==> src/rtl/cam_cfg_pkg.sv <==
// ---------------------------------------------------------------------------
// cam_cfg_pkg
// Shared definitions for the camera register-init path: ROM marker codes,
// sequencer state encoding and the layout of one ROM entry.
// ---------------------------------------------------------------------------
package cam_cfg_pkg;

  // Special ROM words. Any other word is a normal register write.
  localparam logic [15:0] ROM_END   = 16'hFFFF;
  localparam logic [15:0] ROM_DELAY = 16'hFFF0;

  typedef enum logic [3:0] {
    IDLE   = 4'd0,
    FETCH  = 4'd1,
    DECODE = 4'd2,
    ISSUE  = 4'd3,
    WAIT   = 4'd4,
    DELAY  = 4'd5,
    NEXT   = 4'd6,
    FINISH = 4'd7,
    ERROR  = 4'd8
  } cfg_state_t;

  // One ROM word: {register address, register value}.
  typedef struct packed {
    logic [7:0] reg_addr;
    logic [7:0] value;
  } entry_t;

endpackage

==> src/rtl/cfg_delay_timer.sv <==
// ---------------------------------------------------------------------------
// cfg_delay_timer
// Loadable count-down timer. A load starts a wait of load_val cycles; expire
// is high during the last cycle of that wait (one cycle), after which the
// timer idles at zero until the next load. A load_val of 0 or 1 expires on
// the first cycle after the load.
//
// Ports:
//   clk       in   system clock
//   rst_n     in   synchronous active-low reset
//   load      in   start a new wait (wins over counting)
//   load_val  in   wait length in cycles
//   expire    out  last cycle of the wait
// ---------------------------------------------------------------------------
module cfg_delay_timer #(
  parameter int W = 18
) (
  input  logic         clk,
  input  logic         rst_n,
  input  logic         load,
  input  logic [W-1:0] load_val,
  output logic         expire
);

  logic [W-1:0] count;
  logic         running;

  // NOTE: state registers use non-blocking assignments so every flop samples
  // the pre-edge values of its neighbours, independent of statement order.
  always_ff @(posedge clk) begin
    if (!rst_n) begin
      count   <= '0;
      running <= 1'b0;
    end else if (load) begin
      count   <= load_val;
      running <= 1'b1;
    end else if (running) begin
      if (count <= W'(1)) begin
        count   <= '0;
        running <= 1'b0;
      end else begin
        count <= count - W'(1);
      end
    end
  end

  assign expire = running && !load && (count <= W'(1));

endmodule

==> src/rtl/camera_cfg_sequencer.sv <==
// ---------------------------------------------------------------------------
// camera_cfg_sequencer
// Walks the camera init ROM and turns each entry into one SCCB register
// write. Handles the delay marker (ROM_DELAY), the end marker (ROM_END),
// retries NACKed writes and reports done/err to the top level.
//
// Ports:
//   clk, rst_n            clock, synchronous active-low reset
//   start                 pulse: begin/restart the table (ignored while busy)
//   rom_addr / rom_data   synchronous ROM interface (data one clk after addr)
//   sccb_ready            master can accept a write
//   sccb_start            one-cycle write request
//   sccb_reg, sccb_wdata  write payload, held until sccb_done
//   sccb_done, sccb_nack  transaction finished / slave NACKed
//   busy, done, err       status levels
//   err_addr              ROM address of the entry that exhausted its retries
// ---------------------------------------------------------------------------
module camera_cfg_sequencer
  import cam_cfg_pkg::*;
#(
  parameter int DELAY_CYCLES = 250_000,
  parameter int MAX_RETRY    = 3,
  parameter int ADDR_W       = 7
) (
  input  logic              clk,
  input  logic              rst_n,
  input  logic              start,
  output logic [ADDR_W-1:0] rom_addr,
  input  logic [15:0]       rom_data,
  input  logic              sccb_ready,
  output logic              sccb_start,
  output logic [7:0]        sccb_reg,
  output logic [7:0]        sccb_wdata,
  input  logic              sccb_done,
  input  logic              sccb_nack,
  output logic              busy,
  output logic              done,
  output logic              err,
  output logic [ADDR_W-1:0] err_addr
);

  localparam int CNT_W = $clog2(DELAY_CYCLES + 1);

  cfg_state_t state;
  logic [2:0] retry;
  entry_t     entry;
  logic       tmr_load;
  logic       tmr_expire;

  assign entry    = entry_t'(rom_data);
  assign tmr_load = (state == DECODE) && (rom_data == ROM_DELAY);

  cfg_delay_timer #(.W(CNT_W)) u_delay (
    .clk      (clk),
    .rst_n    (rst_n),
    .load     (tmr_load),
    .load_val (CNT_W'(DELAY_CYCLES)),
    .expire   (tmr_expire)
  );

  always_ff @(posedge clk) begin
    if (!rst_n) begin
      state      <= IDLE;
      rom_addr   <= '0;
      sccb_start <= 1'b0;
      sccb_reg   <= '0;
      sccb_wdata <= '0;
      busy       <= 1'b0;
      done       <= 1'b0;
      err        <= 1'b0;
      err_addr   <= '0;
      retry      <= '0;
    end else begin
      // Request is a single-cycle strobe; only ISSUE raises it.
      sccb_start <= 1'b0;

      case (state)
        // ERROR is sticky: only a new start (or reset) leaves it.
        IDLE, ERROR: begin
          if (start) begin
            rom_addr <= '0;
            done     <= 1'b0;
            err      <= 1'b0;
            busy     <= 1'b1;
            state    <= FETCH;
          end
        end

        // ROM registers rom_addr this cycle; rom_data is valid in DECODE.
        FETCH: state <= DECODE;

        DECODE: begin
          if (rom_data == ROM_END) begin
            state <= FINISH;
          end else if (rom_data == ROM_DELAY) begin
            state <= DELAY;
          end else begin
            sccb_reg   <= entry.reg_addr;
            sccb_wdata <= entry.value;
            retry      <= '0;
            state      <= ISSUE;
          end
        end

        ISSUE: begin
          if (sccb_ready) begin
            sccb_start <= 1'b1;
            state      <= WAIT;
          end
        end

        WAIT: begin
          if (sccb_done) begin
            if (!sccb_nack) begin
              state <= NEXT;
            end else if (retry < 3'(MAX_RETRY - 1)) begin
              retry <= retry + 3'd1;
              state <= ISSUE;
            end else begin
              err      <= 1'b1;
              err_addr <= rom_addr;
              busy     <= 1'b0;
              state    <= ERROR;
            end
          end
        end

        DELAY: begin
          if (tmr_expire) state <= NEXT;
        end

        // Last ROM address terminates the table instead of wrapping.
        NEXT: begin
          if (rom_addr == {ADDR_W{1'b1}}) begin
            state <= FINISH;
          end else begin
            rom_addr <= rom_addr + ADDR_W'(1);
            state    <= FETCH;
          end
        end

        FINISH: begin
          done  <= 1'b1;
          busy  <= 1'b0;
          state <= IDLE;
        end

        default: state <= IDLE;
      endcase
    end
  end

endmodule

==> config.mk <==
export PLATFORM = sky130hd
export DESIGN_NAME = camera_cfg_sequencer
export DESIGN_NICKNAME = d
export VERILOG_FILES = /design/src/rtl/cam_cfg_pkg.sv /design/src/rtl/cfg_delay_timer.sv /design/src/rtl/camera_cfg_sequencer.sv
export SDC_FILE = /design/constraint.sdc
export NUM_CORES = 1
export LEC_CHECK = 0
export BUFFER_PORTS_ARGS = -buffer_cell sky130_fd_sc_hd__buf_2
export CAP_MARGIN = 20
export CORE_MARGIN = 2
export CORE_UTILIZATION = 40
export DETAILED_ROUTE_END_ITERATION = 8
export RECOVER_POWER = 50
export SLEW_MARGIN = 20
export SYNTH_ARGS = -nofsm -noshare
export SYNTH_HDL_FRONTEND = slang
export SYNTH_SLANG_ARGS = --single-unit
==> constraint.sdc <==
create_clock -name clk -period 4.9 [get_ports clk]
set_input_delay 0 -clock clk [delete_from_list [all_inputs] [get_ports clk]]
set_output_delay 0 -clock clk [all_outputs]
set_load 0.005 [all_outputs]
==> results of run 1 <==
## worst reg2reg max path: stages (launching register included)
cell and delay, ns:
dfxtp_1 0.62, nor4b_1 0.86, a21boi_4 0.73, nand2b_1 0.24, nor2_1 0.06
## where the power goes
part / switching [mW] / internal (mW)
Combinational: 0.157 / 0.124
Clock: 0.188 / 0.282
Sequential: 0.0666 / 0.536
Total: 0.412 / 0.941
## per-stage QoR
stage	utilization, %	hold slack, ns
after floorplan	-	0.130
after global placement	45.7	0.230
after detailed placement	45.7	0.244
after CTS	51.2	0.00496
after global routing	51.0	0.0350
final	51.0	0.0154
## synth_stat cells (all sizes together), types with 3 or more instances
library cell  number  area [sq um]
o21ai             22           110
nor2              38           143
xnor2             11          96.3
nand2             34           128
nand4              7          43.8
or3               10          76.3
a311oi             3          26.3
dfxtp             60          1200
mux2i              8          80.1
xor2               4          35.0
a31oi              6          37.5
ha                 4          50.1
nor3              11          55.1
or4b               3          30.0
and3               4          25.0
or4                5          42.5
inv                4          15.0
clkbuf            17          63.8
nand3             23           115
nor4               3          18.8
nand2b             5          31.3
a21oi             20           100
nor4bb             3          30.0
## worst max path at each step
stage,depth (start not counted),start,slack (ns),end
2_1_floorplan,5,u_delay.count[7],2.60,u_delay.count[16]
3_3_place_gp,4,state[1],2.15,retry[1]
3_5_place_dp,4,state[1],2.04,retry[1]
4_1_cts,4,state[1],2.02,retry[2]
5_1_grt,4,state[1],2.06,u_delay.count[6]
6_report,4,state[1],2.29,retry[1]
## cell families after synthesis
| group | after synthesis | share of synthesized area [%] |
|---|---|---|
| simple gates | 155 | 29.3 |
| compound gates | 66 | 14.5 |
| flops | 60 | 43.6 |
| buf+inv | 22 | 3.00 |
| xor+xnor | 15 | 4.77 |
| mux | 8 | 2.91 |
| fa+ha+maj | 4 | 1.82 |
## metal layers
metal,vias up,track usage (%)
li1,1324,-
met1,1194,23.3
met2,62,27.6
met3,8,4.64
met4,0,7.67
met5,-,0
## final cells by class
| class | count | share of cell area (%) |
|---|---|---|
| well taps | 80 | 2.92 |
| repair buffers | 72 | 12.2 |
| inverters | 5 | 0.548 |
| flip-flops and latches | 60 | 35.1 |
| multi-input cells | 248 | 43.2 |
| clock inverters | 5 | 2.27 |
| clock buffers | 10 | 3.73 |
==> results.py, run 1 <==
metrics = {
    "outcome": {
        "status": "finished, final reports clean",
    },
    "layout": {
        "multi_input_area_sq_um": 1480,
        "seqCellArea_sq_um": 1200,
        "drive_above_1_share_pct": 14.5,
        "fin_area_sq_um": 3420,
        "finish.net_count": 422,
        "finalNonFillerCells": 480,
        "largest_reg_flops": 18,
        "layout_common_cells": "60 x dfxtp_1, 38 x nor2_1, 34 x nand2_1, 34 x buf_2, 23 x nand3_1",
        "final_common_cell": "dfxtp_1",
        "syn2layout_area_growth_pct": 24.4,
        "fillers": 658,
        "antennaDiodeCount": 0,
    },
    "global_routing": {
        "grt_pass1_wl_mm": 10.8,
        "grt_max_degree": 44,
        "antenna_found_initial": 0,
        "grt_pass1_vias": 2381,
        "grt_overflow": 0,
        "grt_usage_pct": 17.8,
    },
    "critical_path": {
        "rrSetupSlack_ns": 2.29,
        "cp.required_ns": 5.13,
        "r2r_cells": 4,
        "cp_slowest_stage_delay_ns": 0.86,
        "path_buf_inv": 0,
        "cp_cell_sequence": "nor4b_1, a21boi_4, nand2b_1, nor2_1",
        "crit_type": "flop to flop",
        "critPathTopFamily": "simple AND/OR/NAND/NOR gates",
        "rr_endpoint": "retry[1]",
        "critPathCaptureType": "flop",
        "arrival_ns": 2.84,
        "rr_startpoint": "state[1]",
        "critPathSlowestCell": "nor4b_1",
        "critPathMaxFanout": 33,
        "critPathLaunchType": "flop",
    },
    "floorplanning": {
        "row_count": 30,
        "dieArea_sq_um": 7560,
        "num_io_pins": 56,
        "die_x_um": 87.0,
        "die_h_um": 87.0,
        "initial_core_util_pct": 41.0,
        "coreArea_sq_um": 6720,
    },
    "job": {
        "cap_violations": 0,
    },
    "place": {
        "dp_slack_ns": 2.04,
        "dp_hpwl_mm": 4.22,
        "placed_area_sq_um": 3070,
        "numPortBuffers": 55,
        "place.gp.congestion": 0.756,
        "place_inst": 448,
    },
    "logic_synthesis": {
        "synth_area_sq_um": 2750,
        "ys_seq_area_share_pct": 43.6,
        "async_flop_share_pct": 0,
        "synth-main-ff-cell": "dfxtp_1",
        "syn_nets": 356,
        "syn-mean-instance-area_sq_um": 8.34,
        "synth_edf_count": 0,
        "yosys_register_bits": 60,
        "ys_warn_count": 0,
        "syn_inst": 330,
        "synth_cell_type_count": 49,
    },
    "sta": {
        "fin_skew_ns": 0.00844,
        "period_share_pct": 53.4,
        "fin_ws_ns": 2.29,
        "setup_viol": 0,
        "period_needed_ns": 2.61,
        "tightest_slew_ns": 1.00,
        "finalSetupTns_ns": 0,
        "slew_headroom_pct": 32.1,
        "finalMaxSlewViolations": 0,
        "fmax_ghz": 0.382,
        "hold_viol_final": 0,
        "rsz0062_at_grt": "false",
    },
    "min_path": {
        "holdPathEnd": "busy",
        "whs_path_depth": 3,
        "hold_path_class": "primary input to flop",
        "holdCritStartpoint": "start",
    },
    "route": {
        "wl_per_cell_um": 13.4,
        "wl_met2_mm": 2.93,
        "drt_wl_total_mm": 6.45,
        "highest_layer": "met4",
        "dr.first_iter.drc_count": 122,
        "firstDrtPassIters": 4,
        "wl_met3_um": 324,
        "m1WireLength_mm": 3.11,
        "ant_nets": 0,
        "vias_per_cell": 5.39,
        "drc": 0,
        "num_vias": 2588,
    },
    "pwr": {
        "powerDensity_nw_per_um2": 395,
        "power.leakage_nw": 1.30,
        "ir_worst_vdd_v": 0.000175,
        "finalPower_mw": 1.35,
    },
    "clock_network": {
        "cts_tree": "yes",
        "clk_latency_ns": 0.33,
        "cts_buffer_depth": 2,
        "numCtsBuffers": 9,
        "cts_resized": 0,
        "cts_setup_buffers": 0,
        "cts.sinks": 60,
        "cts_hold_buffers": 17,
        "clk_pin_slew_worst_paths_ns": 0.07,
        "root_buffer": "clkbuf_8",
        "h-tree-depth": 3,
    },
}
No activity file was read; power rests on OpenSTA's default activity.
==> run 2: changes to the inputs <==
--- a/config.mk
+++ b/config.mk
@@ -5,6 +5,7 @@
 export SDC_FILE = /design/constraint.sdc
 export NUM_CORES = 1
 export LEC_CHECK = 0
+export ABC_AREA = 1
 export BUFFER_PORTS_ARGS = -buffer_cell sky130_fd_sc_hd__buf_2
 export CAP_MARGIN = 20
 export CORE_MARGIN = 2
==> constraint.sdc (replaced) <==
create_clock -name clk -period 2.55 [get_ports clk]
set_input_delay 0 -clock clk [delete_from_list [all_inputs] [get_ports clk]]
set_output_delay 0 -clock clk [all_outputs]
set_load 0.005 [all_outputs]
==> results.py, run 2 <==
metrics = {
    "global_routing": {
        "antenna_found_initial": 0,
        "grt_max_degree": 34,
        "grt_pass1_vias": 2567,
        "grt_overflow": 0,
        "grt_pass1_wl_mm": 11.8,
        "grt_usage_pct": 17.6,
    },
    "sta": {
        "period_share_pct": 79.1,
        "period_needed_ns": 2.02,
        "hold_viol_final": 0,
        "fmax_ghz": 0.496,
        "holdWs_ns": 0.107,
        "finalSetupTns_ns": 0,
        "setup_viol": 0,
        "fin_skew_ns": 0.00852,
        "rsz0062_at_grt": "false",
        "slew_headroom_pct": 55.0,
        "tightest_slew_ns": 0.672,
        "finalMaxSlewViolations": 0,
    },
    "clock_network": {
        "clk_pin_slew_worst_paths_ns": 0.06,
        "numCtsBuffers": 9,
        "h-tree-depth": 3,
        "clk_latency_ns": 0.33,
        "root_buffer": "clkbuf_8",
        "cts_tree": "yes",
        "cts.sinks": 60,
        "cts_buffer_depth": 2,
        "cts_setup_buffers": 0,
    },
    "floorplanning": {
        "row_count": 31,
        "die_h_um": 90.1,
        "num_io_pins": 56,
        "initial_core_util_pct": 41.1,
        "coreArea_sq_um": 7210,
        "dieArea_sq_um": 8120,
        "die_x_um": 90.1,
    },
    "route": {
        "wl_per_cell_um": 11.6,
        "drt_wl_total_mm": 6.82,
        "firstDrtPassIters": 4,
        "dr.first_iter.drc_count": 141,
        "drc": 0,
        "vias_per_cell": 4.75,
        "ant_nets": 0,
        "num_vias": 2787,
    },
    "layout": {
        "antennaDiodeCount": 0,
        "postLayoutCoreUtil_pct": 50.6,
        "drive_above_1_share_pct": 17.8,
        "fin_area_sq_um": 3650,
        "finish.net_count": 511,
        "layout_common_cells": "70 x nor2_1, 60 x dfxtp_1, 55 x nand2_1",
        "final_common_cell": "nor2_1",
        "fillers": 778,
        "syn2layout_area_growth_pct": 23.0,
        "largest_reg_flops": 18,
        "finalNonFillerCells": 587,
    },
    "logic_synthesis": {
        "synth_top_area_cell": "dfxtp_1",
        "ys_seq_area_share_pct": 40.5,
        "syn_nets": 437,
        "synth_top_area_share_pct": 40.5,
        "synth_edf_count": 0,
        "synth-main-ff-cell": "dfxtp_1",
        "syn-mean-instance-area_sq_um": 7.21,
        "synth_area_sq_um": 2970,
        "synthTopCellsByArea": "dfxtp_1 41%, nor2_1 8.4%, a21oi_1 7.4%",
        "ys_warn_count": 0,
        "synthTopCellsByCount": "66 x nor2_1, 60 x dfxtp_1, 55 x nand2_1",
        "synth_most_common_cell": "nor2_1",
        "syn_inst": 411,
        "yosys_register_bits": 60,
        "async_flop_share_pct": 0,
        "synth_cell_type_count": 33,
    },
    "place": {
        "placed_area_sq_um": 3320,
        "place.gp.congestion": 0.810,
        "numPortBuffers": 55,
        "place_inst": 556,
        "dp_hpwl_mm": 4.84,
    },
    "critical_path": {
        "crit_type": "flop to flop",
        "cp.required_ns": 2.77,
        "critPathCaptureType": "flop",
        "arrival_ns": 2.24,
        "critPathMaxFanout": 13,
        "critPathLaunchType": "flop",
        "path_common_cell": "nor2_1",
        "cp_slowest_stage_delay_ns": 0.52,
        "critPathSlowestCell": "nor2_1",
        "cp_cell_sequence": "nor2_1, nand3_1, inv_1, nand2_2, nor2_1, inv_1, nor2_1, nor2_1",
    },
    "min_path": {
        "hold_path_class": "primary input to flop",
    },
    "pwr": {
        "power.leakage_nw": 1.65,
        "powerDensity_nw_per_um2": 708,
        "ir_worst_vdd_v": 0.000302,
    },
    "outcome": {
        "status": "finished, final reports clean",
    },
    "job": {
        "cap_violations": 0,
    },
}
==> run 2: routing by layer <==
metal	share of wire (%)	global-route usage [%]
met5	0	0
met4	1.9	8.46
met3	4.2	3.35
met2	46	28.4
met1	48	22.7
==> run 2: final cells by class <==
cell class	instances	area, sq um	area share (%)
multi-input combinational	284	1480	40.6
sequential	60	1200	32.9
timing repair buffer	72	434	11.9
inverter	58	218	5.97
clock buffer	12	155	4.25
tap	99	124	3.40
clock inverter	2	35.0	0.961
==> run 2: worst paths after layout <==
check	slack [ns]	cells after the start	from	end
max	0.53	8	state[1]	err_addr[6]
max reg2reg	0.53	8	state[1]	err_addr[6]
min reg2reg	0.44	2	sccb_wdata[0]	sccb_wdata[0]
min	0.11	5	sccb_done	state[0]
==> run 2: critical path, delay by kind of cell (launching register included) <==
| kind | cells | cell delay (ns) |
|---|---|---|
| DFF | 1 | 0.35 |
| and+or+nand+nor | 6 | 1.17 |
| buffers and inverters | 2 | 0.37 |
==> run 2: per-stage QoR <==
stage / setup WS, ns / power [mW]
floorplan: 1.05 / 1.56
global placement: 0.886 / 1.74
detailed placement: 0.834 / 1.75
CTS: 0.822 / 2.62
global route: 0.290 / 2.75
finish: 0.533 / 2.58
==> run 2: report_power, final <==
| part | internal [mW] | total [mW] | switching (mW) |
|---|---|---|---|
| combinational | 0.236 | 0.594 | 0.358 |
| sequential | 1.06 | 1.14 | 0.0848 |
| clock | 0.493 | 0.844 | 0.351 |
==> run 2: timing repair <==
action | CTS | global route
gates resized for setup | 0 | 0
hold endpoints to repair | 18 | 0
hold buffers | 17 | 0
==> run 2: logic make-up (layout without fill, tap and decap cells) <==
family	Yosys count	count (layout)	synth area share, %
buffers and inverters	67	144	8.90
xor gates and xnor gates	15	15	4.43
adders and majority gates	4	4	1.69
and+or+nand+nor	180	180	28.8
AOI/OAI and AO/OA	85	85	15.7
DFF	60	60	40.5
